===== src/rtl/tdc_counter_if.sv =====
// rtl/tdc_counter_if.sv - measurement bus between a TDC driver and the tdc_counter core
interface tdc_counter_if #(
    parameter int DOUT_WIDTH = 10
);
    logic                         enable;
    logic                         ref_in;
    logic                         fb_in;
    logic signed [DOUT_WIDTH-1:0] d_out;
    logic                         d_valid;
    logic                         overflow;

    modport master (
        output enable, ref_in, fb_in,
        input  d_out, d_valid, overflow
    );

    modport slave (
        input  enable, ref_in, fb_in,
        output d_out, d_valid, overflow
    );
endinterface


===== src/rtl/tdc_counter.sv =====
// rtl/tdc_counter.sv - counter-based TDC measuring signed ref_in/fb_in edge skew in clk periods
module tdc_counter #(
    parameter int DOUT_WIDTH = 10,
    parameter int OFFSET     = 0,
    parameter int MAX_CNT    = 511
) (
    input  logic        clk,
    input  logic        rst_n,
    tdc_counter_if.slave bus
);
    // Result arithmetic carries two guard bits so raw - OFFSET cannot wrap before clamping.
    localparam int AW = DOUT_WIDTH + 2;
    localparam logic signed [AW-1:0] MAX_CODE = AW'((1 << (DOUT_WIDTH - 1)) - 1);
    localparam logic signed [AW-1:0] OFF_S    = AW'(OFFSET);
    localparam logic [DOUT_WIDTH-1:0] CNT_LIM = DOUT_WIDTH'(MAX_CNT);

    typedef enum logic {IDLE, COUNT} state_t;

    logic [2:0]            r_ref_sync;
    logic [2:0]            r_fb_sync;
    state_t                r_state;
    logic                  r_lead_ref;
    logic [DOUT_WIDTH-1:0] r_cnt;
    logic signed [DOUT_WIDTH-1:0] r_d_out;
    logic                  r_d_valid;
    logic                  r_overflow;

    logic                  w_ref_rise;
    logic                  w_fb_rise;
    state_t                w_state_nxt;
    logic                  w_lead_nxt;
    logic [DOUT_WIDTH-1:0] w_cnt_nxt;
    logic                  w_emit;
    logic                  w_timeout;
    logic signed [AW-1:0]  w_raw;
    logic signed [AW-1:0]  w_diff;
    logic signed [AW-1:0]  w_code;
    logic                  w_ovf;

    // Both inputs see identical 2-FF sync + delay flop latency, so it cancels in the difference.
    always_ff @(posedge clk or negedge rst_n) begin
        if (!rst_n) begin
            r_ref_sync <= '0;
            r_fb_sync  <= '0;
        end else begin
            r_ref_sync <= {r_ref_sync[1:0], bus.ref_in};
            r_fb_sync  <= {r_fb_sync[1:0], bus.fb_in};
        end
    end

    assign w_ref_rise = r_ref_sync[1] & ~r_ref_sync[2];
    assign w_fb_rise  = r_fb_sync[1] & ~r_fb_sync[2];

    // FSM state, lead flag and interval counter.
    always_ff @(posedge clk or negedge rst_n) begin
        if (!rst_n) begin
            r_state    <= IDLE;
            r_lead_ref <= 1'b0;
            r_cnt      <= '0;
        end else begin
            r_state    <= w_state_nxt;
            r_lead_ref <= w_lead_nxt;
            r_cnt      <= w_cnt_nxt;
        end
    end

    // Next state: start on the first edge, stop on the lagging edge, timeout or disable.
    always_comb begin
        w_state_nxt = r_state;
        w_lead_nxt  = r_lead_ref;
        w_cnt_nxt   = r_cnt;
        w_emit      = 1'b0;
        w_timeout   = 1'b0;
        w_raw       = '0;
        case (r_state)
            IDLE: begin
                w_cnt_nxt = '0;
                if (bus.enable) begin
                    if (w_ref_rise && w_fb_rise) begin
                        w_emit = 1'b1;
                    end else if (w_ref_rise) begin
                        w_lead_nxt  = 1'b1;
                        w_cnt_nxt   = DOUT_WIDTH'(1);
                        w_state_nxt = COUNT;
                    end else if (w_fb_rise) begin
                        w_lead_nxt  = 1'b0;
                        w_cnt_nxt   = DOUT_WIDTH'(1);
                        w_state_nxt = COUNT;
                    end
                end
            end
            COUNT: begin
                if (!bus.enable) begin
                    w_cnt_nxt   = '0;
                    w_state_nxt = IDLE;
                end else if (r_lead_ref ? w_fb_rise : w_ref_rise) begin
                    w_emit      = 1'b1;
                    w_raw       = r_lead_ref ? AW'(r_cnt) : -AW'(r_cnt);
                    w_cnt_nxt   = '0;
                    w_state_nxt = IDLE;
                end else if (r_cnt == CNT_LIM) begin
                    w_emit      = 1'b1;
                    w_timeout   = 1'b1;
                    w_cnt_nxt   = '0;
                    w_state_nxt = IDLE;
                end else begin
                    w_cnt_nxt = r_cnt + DOUT_WIDTH'(1);
                end
            end
            default: begin
                w_cnt_nxt   = '0;
                w_state_nxt = IDLE;
            end
        endcase
    end

    // Offset removal and symmetric clamp; a timeout reports full scale toward the leading side.
    always_comb begin
        w_diff = w_raw - OFF_S;
        w_code = w_diff;
        w_ovf  = 1'b0;
        if (w_timeout) begin
            w_code = r_lead_ref ? MAX_CODE : -MAX_CODE;
            w_ovf  = 1'b1;
        end else if (w_diff > MAX_CODE) begin
            w_code = MAX_CODE;
            w_ovf  = 1'b1;
        end else if (w_diff < -MAX_CODE) begin
            w_code = -MAX_CODE;
            w_ovf  = 1'b1;
        end
    end

    // Result register: one-cycle valid pulse, code and overflow held until the next result.
    always_ff @(posedge clk or negedge rst_n) begin
        if (!rst_n) begin
            r_d_out    <= '0;
            r_d_valid  <= 1'b0;
            r_overflow <= 1'b0;
        end else begin
            r_d_valid <= w_emit;
            if (w_emit) begin
                r_d_out    <= w_code[DOUT_WIDTH-1:0];
                r_overflow <= w_ovf;
            end
        end
    end

    assign bus.d_out    = r_d_out;
    assign bus.d_valid  = r_d_valid;
    assign bus.overflow = r_overflow;
endmodule


===== src/flat_wrapper.sv =====
// flat-port wrapper written by rule: the top's interface ports become plain ports
module tdc_counter_flat 
#(
    parameter int DOUT_WIDTH = 10,
    parameter int OFFSET     = 0,
    parameter int MAX_CNT    = 511
)
  (clk, rst_n, bus_enable, bus_ref_in, bus_fb_in, bus_d_out, bus_d_valid, bus_overflow);
  tdc_counter_if #(.DOUT_WIDTH(DOUT_WIDTH)) bus_i ();
  input  logic clk;
  input  logic rst_n;
  input wire logic [$bits(bus_i.enable)-1:0] bus_enable;
  input wire logic [$bits(bus_i.ref_in)-1:0] bus_ref_in;
  input wire logic [$bits(bus_i.fb_in)-1:0] bus_fb_in;
  output wire logic [$bits(bus_i.d_out)-1:0] bus_d_out;
  output wire logic [$bits(bus_i.d_valid)-1:0] bus_d_valid;
  output wire logic [$bits(bus_i.overflow)-1:0] bus_overflow;
  assign bus_i.enable = bus_enable;
  assign bus_i.ref_in = bus_ref_in;
  assign bus_i.fb_in = bus_fb_in;
  assign bus_d_out = bus_i.d_out;
  assign bus_d_valid = bus_i.d_valid;
  assign bus_overflow = bus_i.overflow;
  tdc_counter #(.DOUT_WIDTH(DOUT_WIDTH), .OFFSET(OFFSET), .MAX_CNT(MAX_CNT)) u_core (.clk(clk), .rst_n(rst_n), .bus(bus_i));
endmodule

===== config.mk =====
export PLATFORM = sky130hd
export DESIGN_NAME = tdc_counter_flat
export DESIGN_NICKNAME = d
export VERILOG_FILES = /design/src/rtl/tdc_counter_if.sv /design/src/rtl/tdc_counter.sv /design/src/flat_wrapper.sv
export SDC_FILE = /design/constraint.sdc
export NUM_CORES = 1
export LEC_CHECK = 0
export CORE_MARGIN = 2
export CORE_UTILIZATION = 61
export DETAILED_ROUTE_END_ITERATION = 10
export MAX_ROUTING_LAYER = met4
export PLACE_DENSITY_LB_ADDON = 0.1
export SLEW_MARGIN = 25
export SYNTH_ARGS = -nofsm -noshare
export SYNTH_HDL_FRONTEND = slang
export SYNTH_SLANG_ARGS = --single-unit

===== constraint.sdc =====
create_clock -name clk -period 3.44 [get_ports clk]
set_input_delay 0.86 -clock clk [delete_from_list [all_inputs] [get_ports clk]]
set_output_delay 0.86 -clock clk [all_outputs]
set_load 0.01 [all_outputs]

==> metrics.md <==
| Metric | Value |
|---|---|
| Run status | finished, final reports clean |
| Reg2reg path depth | 8 |
| Layout cells sized above 1 | 0.106 |
| Site Rows | 19 |
| Die area | 3340 µm² |
| Via density per instance | 6.14 |
| Tmin final | 2.50 ns |
| FFs w/ async S/R, synth | 1.00 |
| DP Cell Count | 221 |
| Worst Setup Path Type | reg2reg |
| Number of global-route vias before repair | 1,316 |
| Largest net degree at the start of global routing | 31 |
| Setup-failing EPs final | 0 |
| H-Tree Depth | 2 |
| Cell Area, Synth | 1770 µm² |
| Worst Setup End Kind | register |
| Core area | 2760 µm² |
| WL per Instance | 15.0 µm |
| Bufs on Longest Clock Path | 2 |
| Cts repair resizes | 0 |
| P&R area growth vs syn | 11.5% |
| # Max-Cap Violations | 0 |
| Clock power share | 0.256 |
| VDD IR max | 0.000483 V |
| Gate power share | 0.249 |
| Synth area leaders | dfrtp_1, xnor2_1, nor2_1, nand2_1, ha_1 |
| Yosys cell types | 50 |
| PortBufs | 16 |
| Vert. Die Dim | 57.8 µm |
| Post-CTS Setup Bufs | 0 |
| Final Skew | 0.00857 ns |
| RD Place Congestion | 0.883 |
| Grt ovf | 0 |
| Initial antenna violation count | 0 |
| DR iter-0 viols | 40 |
| Slew Limit Fails | 0 |
| Number of routed nets with antenna violations | 0 |
| Rel. slew slack | 0.441 |
| Sequential area share after synthesis | 0.425 |
| Hold WS | 0.362 ns |
| Commonest cells after routing, fill and taps aside | dfrtp_1, nor2_1, clkdlybuf4s50_1 |
| EDFF count, synth | 0 |
| Avg Synthesized Cell Area | 9.56 µm² |
| Die width | 57.8 µm |
| TritonCTS clock tree | built |
| Crit Path Max Fanout | 11 |
| Worst path required time | 3.66 ns |
| Pwr per Cell Area | 434 nW/µm² |
| Clock root buffer | clkbuf_4 |
| Worst-Skew Late Latency | 0.33 ns |
| TritonCTS buffer count | 5 |
| Area leader, netlist | dfrtp_1 |
| Fmax | 0.400 GHz |
| DRC Markers | 0 |
| Hold Fails Final Rpt | 0 |
| Mapped Nets | 194 |
| Crit path launch type | register |
| Worst Hold Class | reg2reg |
| Cell Count, Final, Fillers Out | 229 |
| First-pass GRT wire length | 5.89 mm |
| # IOs | 17 |
| Commonest non-fill, non-tap cell in the layout | dfrtp_1 |
| P_int | 598 µW |
| Crit path DAT | 2.72 ns |
| Synth Instances | 185 |
| Final TNS setup | 0 ns |
| # diodes | 0 |
| Lkg Pwr | 0.795 nW |
| Sequential fraction of design power | 0.495 |
| DRT Wirelength | 3.44 mm |
| Unrepaired setup endpoints after global routing | no |
| Period utilization | 0.727 |
| Synth Register Bits | 30 |
| DR pass1 iterations | 4 |
| Sw Ratio | 0.301 |
| Hold Path Depth | 0 |
| # hold bufs at CTS | 0 |
| Total GRT Usage | 0.240 |
| Vias | 1,406 |
| Final HPWL DP | 2.60 mm |
| Net switching power | 258 µW |
| Synthesis Warnings | 0 |
| Starting Density | 0.641 |
| Worst-path clk slew | 0.09 ns |
| Nets | 206 |
| # fillers | 211 |
| Worst Tran Pin Value | 0.832 ns |
| Sink Count | 30 |
| Ys flop type | dfrtp_1 |
| Synth top area share | 0.425 |
[cell type report]
class | instances | area (µm²) | share of cell area
clock buffers | 6 | 51.3 | 0.0260
clock inverters | 2 | 12.5 | 0.00635
inverters | 8 | 30.0 | 0.0152
multi-input cells | 135 | 920 | 0.467
flip-flops and latches | 30 | 751 | 0.381
well taps | 31 | 38.8 | 0.0197
repair buffers | 17 | 168 | 0.0851
[flip-flops by register name, indices dropped and copies added, names as in the netlist]
signal and count:
u_core.bus.d_out 10, u_core.r_cnt 10, u_core.r_fb_sync 3, u_core.r_ref_sync 3, u_core.bus.d_valid 1, u_core.bus.overflow 1
u_core.r_lead_ref 1, u_core.r_state 1
[logic make-up after synthesis]
family	synth area share
flip-flops	0.425
AO/OA/AOI/OAI	0.146
adder cells (fa/ha/maj)	0.0283
XOR/XNOR	0.0842
multiplexers	0.0184
AND/OR/NAND/NOR	0.243
buffers and inverters	0.0552
[per-stage QoR]
stage | utilization | total power [mW] | cell area, µm² | setup slack (ns)
floorplan | - | 0.555 | 1770 | 1.17
global placement | 0.691 | 0.642 | 1910 | 0.908
detailed placement | 0.691 | 0.646 | 1910 | 0.838
CTS | 0.715 | 0.861 | 1970 | 0.924
global route | 0.715 | 0.900 | 1970 | 0.751
finish | 0.715 | 0.855 | 1970 | 0.939
[Yosys cell counts (2+ instances only)]
cell / n
nand2_1: 15
buf_4: 2
clkbuf_1: 3
nor2_1: 19
nor4_1: 2
o21ai_0: 4
o32a_1: 2
a22o_1: 2
nand3_1: 10
xor2_1: 5
ha_1: 4
o211ai_1: 6
nor2b_1: 3
a31oi_1: 4
nand3b_1: 2
xnor2_1: 12
nor3_1: 7
and3_1: 3
mux2_2: 2
o21bai_1: 2
a21oi_1: 5
inv_1: 8
or3_1: 2
dfrtp_1: 30
buf_2: 6
[worst max-delay path, stage by stage (launching register included)]
cell and delay [ns]:
dfrtp_1 0.53, inv_1 0.11, ha_1 0.19, nor2b_1 0.44, nor2_1 0.06, mux2_2 0.27, a41o_1 0.23, and4_1 0.22
o32a_1 0.33
[final timing paths]
path                                     start  slack (ns)                   to
setup reg to reg               u_core.r_cnt[0]        0.94  u_core.bus.d_out[0]
hold reg to reg            u_core.r_fb_sync[0]        0.36  u_core.r_fb_sync[1]
max in group asynchronous                rst_n        2.28  u_core.bus.d_out[2]
setup / recovery               u_core.r_cnt[0]        0.94  u_core.bus.d_out[0]
hold / removal             u_core.r_fb_sync[0]        0.36  u_core.r_fb_sync[1]
min in group asynchronous                rst_n        0.90      u_core.r_cnt[3]
[power by group through the flow]
stage	logic [mW]	clock network, mW	registers [mW]
floorplan	0.131	0	0.424
global placement	0.212	0	0.430
detailed placement	0.214	0	0.432
CTS	0.215	0.222	0.424
global route	0.236	0.234	0.430
finish	0.213	0.219	0.423
[routing by layer]
metal / track usage / wire length [µm] / share of wire / up-vias
li1: - / - / - / 679
met1: 0.288 / 1510 / 0.44 / 669
met2: 0.390 / 1680 / 0.49 / 51
met3: 0.0625 / 192 / 0.056 / 7
met4: 0.0897 / 63 / 0.018 / 0
met5: - / 0 / 0 / -
Note: power is estimated with default switching activity, not from simulation.
==> edit 1: new RTL, same settings <==
`DOUT_WIDTH` is set to 10 in 3 places; all go to 11.
--- a/src/rtl/tdc_counter_if.sv
+++ b/src/rtl/tdc_counter_if.sv
@@ -2,3 +2,3 @@
 interface tdc_counter_if #(
-    parameter int DOUT_WIDTH = 10
+    parameter int DOUT_WIDTH = 11
 );
--- a/src/rtl/tdc_counter.sv
+++ b/src/rtl/tdc_counter.sv
@@ -2,3 +2,3 @@
 module tdc_counter #(
-    parameter int DOUT_WIDTH = 10,
+    parameter int DOUT_WIDTH = 11,
     parameter int OFFSET     = 0,
--- a/src/flat_wrapper.sv
+++ b/src/flat_wrapper.sv
@@ -3,3 +3,3 @@
 #(
-    parameter int DOUT_WIDTH = 10,
+    parameter int DOUT_WIDTH = 11,
     parameter int OFFSET     = 0,
Interface: changed (resized bus_d_out); port bits go from 17 to 18. The function was not compared with the original's and may differ.
==> edit 1 against the unedited design <==
  * Sequential cell count up 2
  * Cell area rose by 5.1%
  * Global-route usage rose by 1.8 points
  * Synthesized cell count grew 11%
  * Utilization down 1.9 points
  * Worst setup slack got worse by 0.37 ns
  * Sequential power up 16%
  * Sequential share of layout area rose by 0.58 points
  * Combinational power increased by 51%
  * Synthesized area up 5.7%
  * Critical path depth is 1 lower
  * Largest cell class unchanged
  * Critical endpoint is now u_core.bus.d_out[5]
  * Total power increased by 20%
  * Routed wire length up 8.3%
  * Largest power group unchanged
==> edit 1: results (changes against the unedited design) <==
Setup path:
- The worst endpoint data arrival time was 3.09 ns (+0.37 ns).
- The capture point of the worst path is u_core.bus.d_out[5].
- The critical path's slowest cell is or4b_1.
- The register-to-register path setup slack came to 0.57 ns (-0.37 ns).
- The count of cells along the worst register-to-register path is 7 (-1).
- The critical path's largest stage delay is 0.61 ns (+0.08 ns).
- The startpoint of the most critical setup path is u_core.r_cnt[1].
- The critical-path maximum fanout is 14 (+3).

Place:
- The count of input and output buffers is 17 (+1).
- The number of cells after detailed placement came to 240 (+8.6%).
- The last weighted congestion value of the routability-driven placer is 0.8571 (-2.9%).
- The post-place setup slack is 0.4997 ns (-0.3378 ns).

Route:
- The post-detailed-route wirelength per cell is 15.04 um (about the same).
- The met3 wire length is 189 um (-1.6%).
- The detailed-routed wire length on met2 came to 1.744 mm (+3.9%).
- The met1 wire length came to 1.702 mm (+13%).
- The highest signal layer in the routed design is met4.
- The starting DRC count in detailed routing was 65 (+63%).
- The average via count per standard cell is 5.984 (-2.5%).

Power and ir drop:
- The static leakage power is 0.8152 nW (+2.5%).
- The highest ir drop seen on vdd is 275.0 uV (-43%).

Yosys:
- Sorting the synthesized cells by area gives the leading types as dfrtp_1 43%, nor2_1 7.0%, xnor2_1 4.7%, o22a_1 4.2%, xor2_1 2.8%.
- The net count after synthesis was 214 (+10%).
- By count the netlist is led by 35 x nor2_1, 32 x dfrtp_1, 12 x nand2_1.
- The mean instance size in the synthesized netlist is 9.119 sq um (-4.6%).
- The area fraction of the dominant cell type after synthesis is 42.84% (+0.38 points).
- The sequential element share of the synthesized area was 42.84% (+0.38 points).
- The distinct cell type count after synthesis came to 47 (-6.0%).
- The synthesis warning total was 0 (unchanged).

Global routing:
- The maximum number of pins on one net before global-route repair is 33 (+6.5%).
- The routing usage on met1 came to 32.11% (+3.3 points).
- The via count of the first global-routing pass is 1466 (+11%).
- The met2 track utilization from global routing is 38.15% (-0.81 points).
- The met3 capacity usage during global routing is 6.114% (-0.14 points).
- The wire length of the first global-routing pass is 6.444 mm (+9.5%).
- The overall fraction of global-route tracks in use is 25.78% (+1.8 points).

Timing:
- The final number of setup-violating endpoints is 0 (unchanged).
- The setup skew after layout is 0.005101 ns (-0.003469 ns).
- The worst max-slew margin expressed relative to the limit is 55.65% (+12 points).

Final layout:
- The final design instance area without fill is 2071 sq um (+5.1%).
- The fraction of final layout cells with drive strength greater than 1 is 6.512% (-4.1 points).
- The number of nets in the layout was 223 (+8.3%).
- The number of fill cells came to 238 (+13%).
- The final cell count without fillers is 248 (+8.3%).

Run status:
- The run finished with clean final reports.

Min path:
- The path class of the lowest-slack min-delay path is flip-flop to flip-flop.

Clock tree:
- The number of instances resized during post-cts repair is 0 (unchanged).
[edit 1: changes by cell type in the layout (fill, tap and decap cells not counted), moves of 3 or more]
cell	delta
nand2_1	-3
nand4_1	+5
nor2_1	+16
nand3_1	-3
mux2i_1	+3
o211ai_1	-6
a211oi_1	+3
o22a_1	+9
nor3_1	-4
a21oi_1	+5
[edit 1: cell families (layout without fill, tap and decap cells)]
group | Yosys count | in the layout | synth area share [%]
AND/OR/NAND/NOR | 84 | 84 | 22.49
adder cells (fa/ha/maj) | 4 | 4 | 2.677
flip-flops | 32 | 32 | 42.84
XOR/XNOR | 16 | 16 | 7.496
multiplexers | 4 | 4 | 2.142
AO/OA/AOI/OAI | 41 | 41 | 16.47
buffers and inverters | 24 | 34 | 5.890
[edit 1: report_power, final]
part | internal [mW] | total (mW) | leakage, nW | switching (mW)
registers | 0.440 | 0.490 | 0.407 | 0.0498
logic | 0.181 | 0.322 | 0.376 | 0.141
clock network | 0.101 | 0.216 | 0.0326 | 0.115
[edit 1: layout make-up]
class	count	area, sq um	share of cell area, %
Tap cell	33	41.29	1.994
Timing Repair Buffer	19	185.2	8.943
Multi-Input combinational cell	149	958.4	46.28
Inverter	7	26.28	1.269
Sequential cell	32	800.8	38.67
Clock buffer	8	58.81	2.840
[edit 1: worst min-delay path by stage]
stage                                     from                   end  slack, ns
after global routing       u_core.r_fb_sync[0]   u_core.r_fb_sync[1]       0.37
after floorplan            u_core.r_fb_sync[0]   u_core.r_fb_sync[1]       0.33
after global placement    u_core.r_ref_sync[0]  u_core.r_ref_sync[1]       0.34
final                      u_core.r_fb_sync[0]   u_core.r_fb_sync[1]       0.36
after detailed placement  u_core.r_ref_sync[0]  u_core.r_ref_sync[1]       0.34
after CTS                 u_core.r_ref_sync[0]  u_core.r_ref_sync[1]       0.36
==> edit 2: new RTL, same flow settings <==
Made on the original files. Reset style: synchronous (`rst_n`), changed in 3 clocked blocks.
--- a/src/rtl/tdc_counter.sv
+++ b/src/rtl/tdc_counter.sv
@@ -40,3 +40,3 @@
     // Both inputs see identical 2-FF sync + delay flop latency, so it cancels in the difference.
-    always_ff @(posedge clk or negedge rst_n) begin
+    always_ff @(posedge clk) begin
         if (!rst_n) begin
@@ -54,3 +54,3 @@
     // FSM state, lead flag and interval counter.
-    always_ff @(posedge clk or negedge rst_n) begin
+    always_ff @(posedge clk) begin
         if (!rst_n) begin
@@ -134,3 +134,3 @@
     // Result register: one-cycle valid pulse, code and overflow held until the next result.
-    always_ff @(posedge clk or negedge rst_n) begin
+    always_ff @(posedge clk) begin
         if (!rst_n) begin
Formal check against the unedited RTL: differs if rst_n is asserted again (counterexample within 4 cycles, from zero or initial values and one cycle with rst_n low); with rst_n held inactive, the same outputs for 10 cycles.
==> edit 2 against the unedited design <==
  * Critical path depth is the same
  * Count of clock-buffer cells in the layout unchanged
  * Cell area down 4.1%
  * Routed wire length grew 11%
  * Synthesized cell count rose by 13%
  * Synthesized area decreased by 2.1%
  * Highest routed layer unchanged
  * Worst setup slack lost 0.13 ns
  * Sequential cell count unchanged
Power is not compared: it rests on default switching activity, and its combinational part moved more than twofold at a synthesized area within 25%.
==> edit 2: results (changes against the unedited design) <==
Run status:
- The flow ran to the end, and the final reports show no timing, DRC or antenna violations.

Route:
- The total detailed-routing wirelength is 3.806 mm (+11%).
- The met3 wire length is 232 um (+21%).
- The detailed-routed wire length on met2 is 1.794 mm (+6.8%).
- The met1 wire length is 1.686 mm (+12%).
- The starting DRC count in detailed routing is 126 (+220%).
- The via total after detailed routing came to 1565 (+11%).

Setup path:
- The critical path's slowest cell is dfxtp_1.
- The critical path's largest stage delay was 0.59 ns (+0.06 ns).
- The worst endpoint data arrival time is 2.90 ns (+0.18 ns).
- The critical-path maximum fanout is 11 (unchanged).

Final layout:
- The fraction of final layout cells with drive strength greater than 1 is 6.912% (-3.7 points).
- The number of nets in the layout is 227 (+10%).
- The antenna cell count came to 0 (unchanged).

Clock tree:
- The maximum buffer depth of the clock tree is 2 (unchanged).
- The number of instances resized during post-cts repair is 0 (unchanged).
- The total setup buffers inserted after CTS is 0 (unchanged).
- The number of buffers inserted during clock tree synthesis is 5 (unchanged).

Yosys:
- Yosys attributes the largest share of cell area to dfxtp_1 35%, nand2_1 4.8%, nor2_1 4.6%, xor2_1 4.0%, o211ai_1 3.9%.
- The synthesis warning total is 0 (unchanged).
- The share of async-settable or async-resettable flops after synthesis is 0% (-100 points).
- The sequential element share of the synthesized area is 34.68% (-7.8 points).
- The net count after synthesis is 218 (+12%).
- The area fraction of the dominant cell type after synthesis is 34.68% (-7.8 points).
- The distinct cell type count after synthesis came to 50 (unchanged).
- Counting instances in the post-synthesis netlist gives the leading cell types as 30 x dfxtp_1, 22 x nand2_1, 21 x nor2_1.

Timing:
- The setup skew after layout is 0.008952 ns (+0.0003823 ns).
- The summed negative setup slack over all endpoints is 0 ns (unchanged).
- The final number of setup-violating endpoints is 0 (unchanged).
- The number of failing hold endpoints at the final stage is 0 (unchanged).
- The transition time of the tightest slew-check pin is 0.6998 ns (-0.1323 ns).

Place:
- The post-place setup slack was 0.7681 ns (-0.06944 ns).
- The last weighted congestion value of the routability-driven placer came to 0.9569 (+8.4%).
- The placement-stage cell area is 1838 sq um (-3.6%).
- The HPWL reported at the end of detailed placement is 2.741 mm (+5.6%).
- The count of input and output buffers is 16 (unchanged).

Power and ir drop:
- IR analysis of the VDD net gives a maximum drop of about 340 uV.
- For this design the static power due to leakage is 0.6837 nW.

Global routing:
- The met2 track utilization from global routing is 40.07% (+1.1 points).
- The routing usage on met1 is 35.23% (+6.4 points).
- The overall fraction of global-route tracks in use is 26.91% (+2.9 points).
- The number of antenna violations at the first check in global routing is 0 (unchanged).
- The met3 capacity usage during global routing is 7.483% (+1.2 points).
- The via count of the first global-routing pass is 1435 (+9.0%).
- The wire length of the first global-routing pass is 6.630 mm (+13%).
- The maximum number of pins on one net before global-route repair is 23 (-26%).
-- edit 2: logic make-up after synthesis --
family                     after synthesis  share of synthesized area, %
and+or+nand+nor                         96                         30.35
AOI/OAI and AO/OA                       43                         17.77
DFF                                     30                         34.68
buffers and inverters                   22                         7.081
xor gates and xnor gates                12                         6.069
adders and majority gates                4                         2.890
muxes                                    2                         1.156
-- edit 2: final cells by class --
cell class / instances / area [sq um]
multi-input cells: 157 / 1008
flip-flops and latches: 30 / 600.6
repair buffers: 16 / 160.2
clock buffers: 6 / 51.30
well taps: 31 / 38.79
inverters: 8 / 30.03
fillers: 237 / 844.6
-- edit 2: worst max-delay path, delay by kind of cell, from the launching register on --
kind	cells	cell delay (ns)
AOI/OAI and AO/OA	4	0.82
xor gates and xnor gates	1	0.17
adders and majority gates	1	0.34
buffers and inverters	1	0.12
DFF	1	0.59
and+or+nand+nor	1	0.54
-- edit 2: per-stage QoR --
stage | std cells | utilization, %
2_1_floorplan | 209 | -
3_3_place_gp | 242 | 67.23
3_5_place_dp | 242 | 67.23
4_1_cts | 248 | 69.11
5_1_grt | 248 | 69.11
6_report | 248 | 69.11
-- edit 2: power by group --
| group | internal (mW) | total, mW | switching, mW |
|---|---|---|---|
| clock | 0.0918 | 0.204 | 0.112 |
| sequential | 0.352 | 0.356 | 0.00479 |
| combinational | 0.0195 | 0.0447 | 0.0252 |
-- edit 2: final timing paths --
check / start / endpoint / slack, ns / cells after the start
max reg2reg: u_core.r_cnt[0] / u_core.bus.d_out[0] / 0.81 / 8
max: u_core.r_cnt[0] / u_core.bus.d_out[0] / 0.81 / 8
min reg2reg: u_core.r_fb_sync[0] / u_core.r_fb_sync[1] / 0.45 / 1
min: u_core.r_fb_sync[0] / u_core.r_fb_sync[1] / 0.45 / 1
